`src/rtl/nibble_gen_pkg.sv`:
```
// Shared encodings for the nibble pattern generator: modes, FSM states,
// the LFSR taps and the seed fix-up that keeps LFSR/walk modes out of 0000.
`default_nettype none

package nibble_gen_pkg;

  localparam logic [1:0] MODE_UP   = 2'b00;
  localparam logic [1:0] MODE_DOWN = 2'b01;
  localparam logic [1:0] MODE_LFSR = 2'b10;
  localparam logic [1:0] MODE_WALK = 2'b11;

  localparam logic [1:0] ST_IDLE = 2'd0;
  localparam logic [1:0] ST_RUN  = 2'd1;
  localparam logic [1:0] ST_DONE = 2'd2;

  // x^4 + x^3 + 1: feedback is d[3] ^ d[2]
  localparam logic [3:0] LFSR_TAPS  = 4'b1100;
  localparam logic [3:0] SEED_FIXUP = 4'b0001;

  function automatic logic [3:0] fix_seed(input logic [1:0] mode, input logic [3:0] seed);
    logic [3:0] r;
    r = seed;
    if (((mode == MODE_LFSR) || (mode == MODE_WALK)) && (seed == 4'b0000))
      r = SEED_FIXUP;
    return r;
  endfunction

endpackage

`default_nettype wire

```
`src/rtl/nibble_pattern_step.sv`:
```
// Combinational next-word function for the four pattern modes.
`default_nettype none

module nibble_pattern_step
  import nibble_gen_pkg::*;
#(
  parameter int WIDTH = 4
) (
  input  logic [1:0]       i_mode,
  input  logic [WIDTH-1:0] i_d,
  output logic [WIDTH-1:0] o_d
);

  logic w_fb;

  assign w_fb = ^(i_d & LFSR_TAPS);

  always_comb begin
    o_d = i_d;
    case (i_mode)
      MODE_UP:   o_d = i_d + 1'b1;
      MODE_DOWN: o_d = i_d - 1'b1;
      MODE_LFSR: o_d = {i_d[WIDTH-2:0], w_fb};
      MODE_WALK: o_d = {i_d[WIDTH-2:0], i_d[WIDTH-1]};
      default:   o_d = i_d;
    endcase
  end

endmodule

`default_nettype wire

```
`src/rtl/nibble_pattern_gen.sv`:
```
// Burst pattern source: latches mode/seed/length on start, streams words on
// a valid/ready port, then pulses done for one cycle before returning to idle.
`default_nettype none

module nibble_pattern_gen
  import nibble_gen_pkg::*;
#(
  parameter int WIDTH = 4,
  parameter int LEN_W = 4
) (
  input  logic             clk,
  input  logic             rst_n,
  input  logic             i_start,
  input  logic [1:0]       i_mode,
  input  logic [WIDTH-1:0] i_seed,
  input  logic [LEN_W-1:0] i_burst_len,
  input  logic             i_out_ready,
  output logic [WIDTH-1:0] o_out_data,
  output logic             o_out_valid,
  output logic             o_busy,
  output logic             o_done
);

  logic [1:0]       r_state;
  logic [1:0]       w_next_state;
  logic [1:0]       r_mode;
  logic [LEN_W-1:0] r_len;
  logic [LEN_W-1:0] r_cnt;
  logic [WIDTH-1:0] r_data;
  logic [WIDTH-1:0] w_step;
  logic             r_valid;
  logic             r_busy;
  logic             r_done;
  logic             w_xfer;
  logic             w_last;
  logic             w_valid_d;
  logic             w_busy_d;
  logic             w_done_d;

  assign w_xfer = r_valid & i_out_ready;
  assign w_last = (r_cnt == r_len);

  nibble_pattern_step #(
    .WIDTH (WIDTH)
  ) u_step (
    .i_mode (r_mode),
    .i_d    (r_data),
    .o_d    (w_step)
  );

  always_ff @(posedge clk or negedge rst_n) begin
    if (!rst_n) begin
      r_state <= ST_IDLE;
      r_valid <= 1'b0;
      r_busy  <= 1'b0;
      r_done  <= 1'b0;
    end else begin
      r_state <= w_next_state;
      r_valid <= w_valid_d;
      r_busy  <= w_busy_d;
      r_done  <= w_done_d;
    end
  end

  always_comb begin
    w_next_state = r_state;
    case (r_state)
      ST_IDLE: if (i_start) w_next_state = ST_RUN;
      ST_RUN:  if (w_xfer && w_last) w_next_state = ST_DONE;
      ST_DONE: w_next_state = ST_IDLE;
      default: w_next_state = ST_IDLE;
    endcase
  end

  // Outputs are decoded from the next state so they leave straight from flops.
  always_comb begin
    w_valid_d = (w_next_state == ST_RUN);
    w_busy_d  = (w_next_state == ST_RUN);
    w_done_d  = (w_next_state == ST_DONE);
  end

  always_ff @(posedge clk or negedge rst_n) begin
    if (!rst_n) begin
      r_mode <= MODE_UP;
      r_len  <= '0;
      r_cnt  <= '0;
      r_data <= '0;
    end else if ((r_state == ST_IDLE) && i_start) begin
      r_mode <= i_mode;
      r_len  <= i_burst_len;
      r_cnt  <= '0;
      r_data <= fix_seed(i_mode, i_seed);
    end else if ((r_state == ST_RUN) && w_xfer && !w_last) begin
      r_data <= w_step;
      r_cnt  <= r_cnt + 1'b1;
    end
  end

  assign o_out_data  = r_data;
  assign o_out_valid = r_valid;
  assign o_busy      = r_busy;
  assign o_done      = r_done;

endmodule

`default_nettype wire

```
`config.mk`:
```
export PLATFORM = sky130hd
export DESIGN_NAME = nibble_pattern_gen
export DESIGN_NICKNAME = d
export VERILOG_FILES = /design/src/rtl/nibble_gen_pkg.sv /design/src/rtl/nibble_pattern_step.sv /design/src/rtl/nibble_pattern_gen.sv
export SDC_FILE = /design/constraint.sdc
export NUM_CORES = 1
export LEC_CHECK = 0
export BUFFER_PORTS_ARGS = -buffer_cell sky130_fd_sc_hd__buf_2
export CAP_MARGIN = 0
export CORE_AREA = 2 2 49 51
export CTS_BUF_LIST = sky130_fd_sc_hd__clkbuf_4 sky130_fd_sc_hd__clkbuf_8 sky130_fd_sc_hd__clkbuf_16
export DETAILED_ROUTE_END_ITERATION = 6
export DIE_AREA = 0 0 51 53
export PLACE_DENSITY = 0.71
export SLEW_MARGIN = 25
export SYNTH_ARGS = -nofsm -noshare
export SYNTH_HDL_FRONTEND = slang
export SYNTH_SLANG_ARGS = --single-unit
```
`constraint.sdc`:
```
create_clock -name clk -period 1.8 [get_ports clk]
set_input_delay 0.09 -clock clk [delete_from_list [all_inputs] [get_ports clk]]
set_output_delay 0.09 -clock clk [all_outputs]
set_load 0.01 [all_outputs]
```
==> impl_metrics.yaml <==
grt:
  antenna_found_initial: 0
  grt_usage_pct: 17.6
  grt_pass1_vias: 804
  grt_max_degree: 19
  grt_first_pass_wirelength_um: 3410
  grt-ovfl-total: 0
route:
  vias: 844
  routedWlPerCell_um: 12.5
  routed_wl_um: 2050
  ant_nets: 0
  vias_per_cell: 5.15
  dr.first_iter.drc_count: 7
  firstDrtPassIters: 4
  post-route-drc-count: 0
setup_path:
  cp_slowest_cell: "or4_1"
  critPathTopFamily: "simple AND/OR/NAND/NOR gates"
  max_stage_delay_ps: 460
  end_kind: "flop"
  cp-start-kind: "flop"
  r2r_slack_ps: -120
  worst-path-buf-inv: 1
  setup.worst_path.class: "reg2reg"
  path_cells: "inv_2 > nand2_2 > xnor2_1 > ha_2 > nor2b_1 > or4_1 > o2111a_1 > a221o_1"
  required_ps: 1980
  cp_max_fo: 2
  worst-endpoint-arrival_ps: 2090
timing:
  finalCritPeriodShare_pct: 107
  tightest_slew_ps: 404
  min_period_ps: 1920
  finalSetupViolCount: 1
  final_hold_viol_count: 0
  slew_violations: 0
  max_freq_ghz: 0.521
  rsz0062_at_grt: "yes"
  setup_ws_ps: -119
  finClkSkew_ps: 3.56
  timing.slew.headroom_pct: 73.1
floorplan:
  dieArea_um2: 2700
  die_w_um: 51
  rows: 17
  ios: 21
  start_util_pct: 46.0
  core_area_um2: 2150
  dieHeight_um: 53
clocking:
  cts-buffers-inserted: 3
  cts_tree: "built"
  clockBufferDepth: 2
  clkSlewWorstSetupHoldPaths_ps: 100
  htree_levels: 1
  clock_latency_ps: 290
  cts_sinks: 18
  cts-root-buf: "clkbuf_4"
yosys:
  synth_nets: 120
  netlist_area_um2: 988
  yosysUniqueCellTypes: 28
  syn_area_per_cell_um2: 9.50
  ys.warnings.count: 0
  ys_ff_latch: 18
  seq_area_frac_synth_pct: 45.6
  synth_cells: 104
outcome:
  status: "finished with violations"
  violations: "negative setup slack"
place:
  pre_cts_slack_ps: -103
  place.gp.congestion: 0.817
  dp_hpwl_um: 1490
  numPortBuffers: 20
layout:
  drive_gt1_share_pct: 27.2
  nets: 154
  multi_input_area_um2: 500
  syn_to_final_growth_pct: 25.4
  register_area_um2: 450
  post-route-util_pct: 57.7
  diodes: 0
  fillers: 211
min_path:
  worstHoldPathType: "in2reg"
power:
  powerDensity_nw_per_um2: 1660
  vdd_ir_drop_max_uv: 801
  p_leak_nw: 0.595
job:
  maxCapViolCount: 0
==> final cells by class <==
class	instances	share of cell area, %
multi-input combinational	79	40.4
sequential	18	36.3
tap	28	2.83
timing repair buffer	35	18.4
inverter	1	0.303
clock buffer	3	1.82
==> flip-flops by register name, indices dropped and copies added (netlist names) <==
register / count
o_out_data: 4
r_cnt: 4
r_len: 4
r_mode: 2
r_state: 2
o_busy: 1
o_done: 1
==> worst min-delay path, delay by kind of cell <==
family / cells / cell delay (ps)
buf+inv: 1 / 90
compound gates: 1 / 70
simple gates: 1 / 40
==> synth_stat cells <==
master     instances  area share [%]
buf_2              1            0.51
nand2_1           27              10
clkbuf_1           2            0.76
a221o_1            3             3.0
nor2_1             9             3.4
nor2b_1            4             2.5
o2111a_1           1             1.1
nor4b_1            2             1.8
o221ai_1           1            0.89
a41oi_2            1             1.6
nand4_1            2             1.3
buf_6              1             1.1
buf_4              2             1.5
and2_1             1            0.63
inv_1              1            0.38
nand4b_1           1            0.89
mux2i_1            5             5.1
a22oi_1            1            0.76
ha_1               2             2.5
o21ai_0            5             2.5
nor3b_1            2             1.5
xnor2_1            7             6.2
a2bb2oi_1          1            0.89
o22ai_1            1            0.63
and2b_2            1            0.89
or4_1              1            0.76
a41oi_1            1            0.89
dfrtp_1           18              46
==> path summary, 6_finish.rpt <==
path                            from            end  depth (start not counted)
setup / recovery           r_mode[1]  o_out_data[2]                          8
hold / removal             i_mode[1]      r_mode[1]                          3
setup reg to reg           r_mode[1]  o_out_data[2]                          8
hold reg to reg             r_cnt[3]       r_cnt[3]                          1
max in group asynchronous      rst_n  o_out_data[1]                          2
min in group asynchronous      rst_n       r_cnt[3]                          2
==> metrics by stage <==
stage	instances	power [W]	TNS (ps)	hold WS (ps)	instance area, µm²
floorplan	104	0.00152	-141	-206	991
global route	164	0.00225	-209	46.8	1240
detailed placement	153	0.00183	-103	42.9	1140
CTS	163	0.00206	-108	30.8	1230
global placement	153	0.00178	-53.0	40.4	1140
finish	164	0.00206	-119	39.9	1240
==> power by group <==
group,switching [W],internal (W),total (W),leakage (nW)
sequential,0.000168,0.000575,0.000743,0.226
combinational,0.000562,0.000562,0.00112,0.355
clock,0.000119,0.0000777,0.000196,0.0138
total,0.000848,0.00121,0.00206,0.595
==> placed cells by master (no fill, tap or decap), types with 2 or more instances in the layout <==
cell type	count
a221o_1	3
buf_2	20
buf_4	9
clkbuf_4	3
dfrtp_1	18
dlygate4sd3_1	6
mux2i_1	5
nand2_1	26
nand4_1	2
nor2_1	9
nor2b_1	4
nor3b_1	2
nor4b_1	2
o21ai_0	5
xnor2_1	7
==> per-layer routing <==
layer | vias to the layer above | global-route usage [%] | part of all wire, %
met4 | 0 | 10.8 | 1.8
met1 | 389 | 22.2 | 46
met5 | - | 0 | 0
met3 | 4 | 3.67 | 3.9
li1 | 426 | - | -
met2 | 25 | 27.5 | 48
==> logic make-up (layout without fill, tap and decap cells) <==
family	after synthesis	after routing	share of synthesized area, %
AOI/OAI and AO/OA	15	15	12.4
xor gates and xnor gates	7	7	6.20
adders and majority gates	2	2	2.53
buffers and inverters	7	39	4.30
DFF	18	18	45.6
muxes	5	5	5.06
and+or+nand+nor	50	50	23.9
==> what timing repair did <==
item                                   CTS  global route
setup endpoints to repair                1             1
resized for setup                        0             1
setup buffers                            1             1
endpoints found under the hold margin   23             0
hold buffers                             6             0
Note: power is estimated with default switching activity, not from simulation.
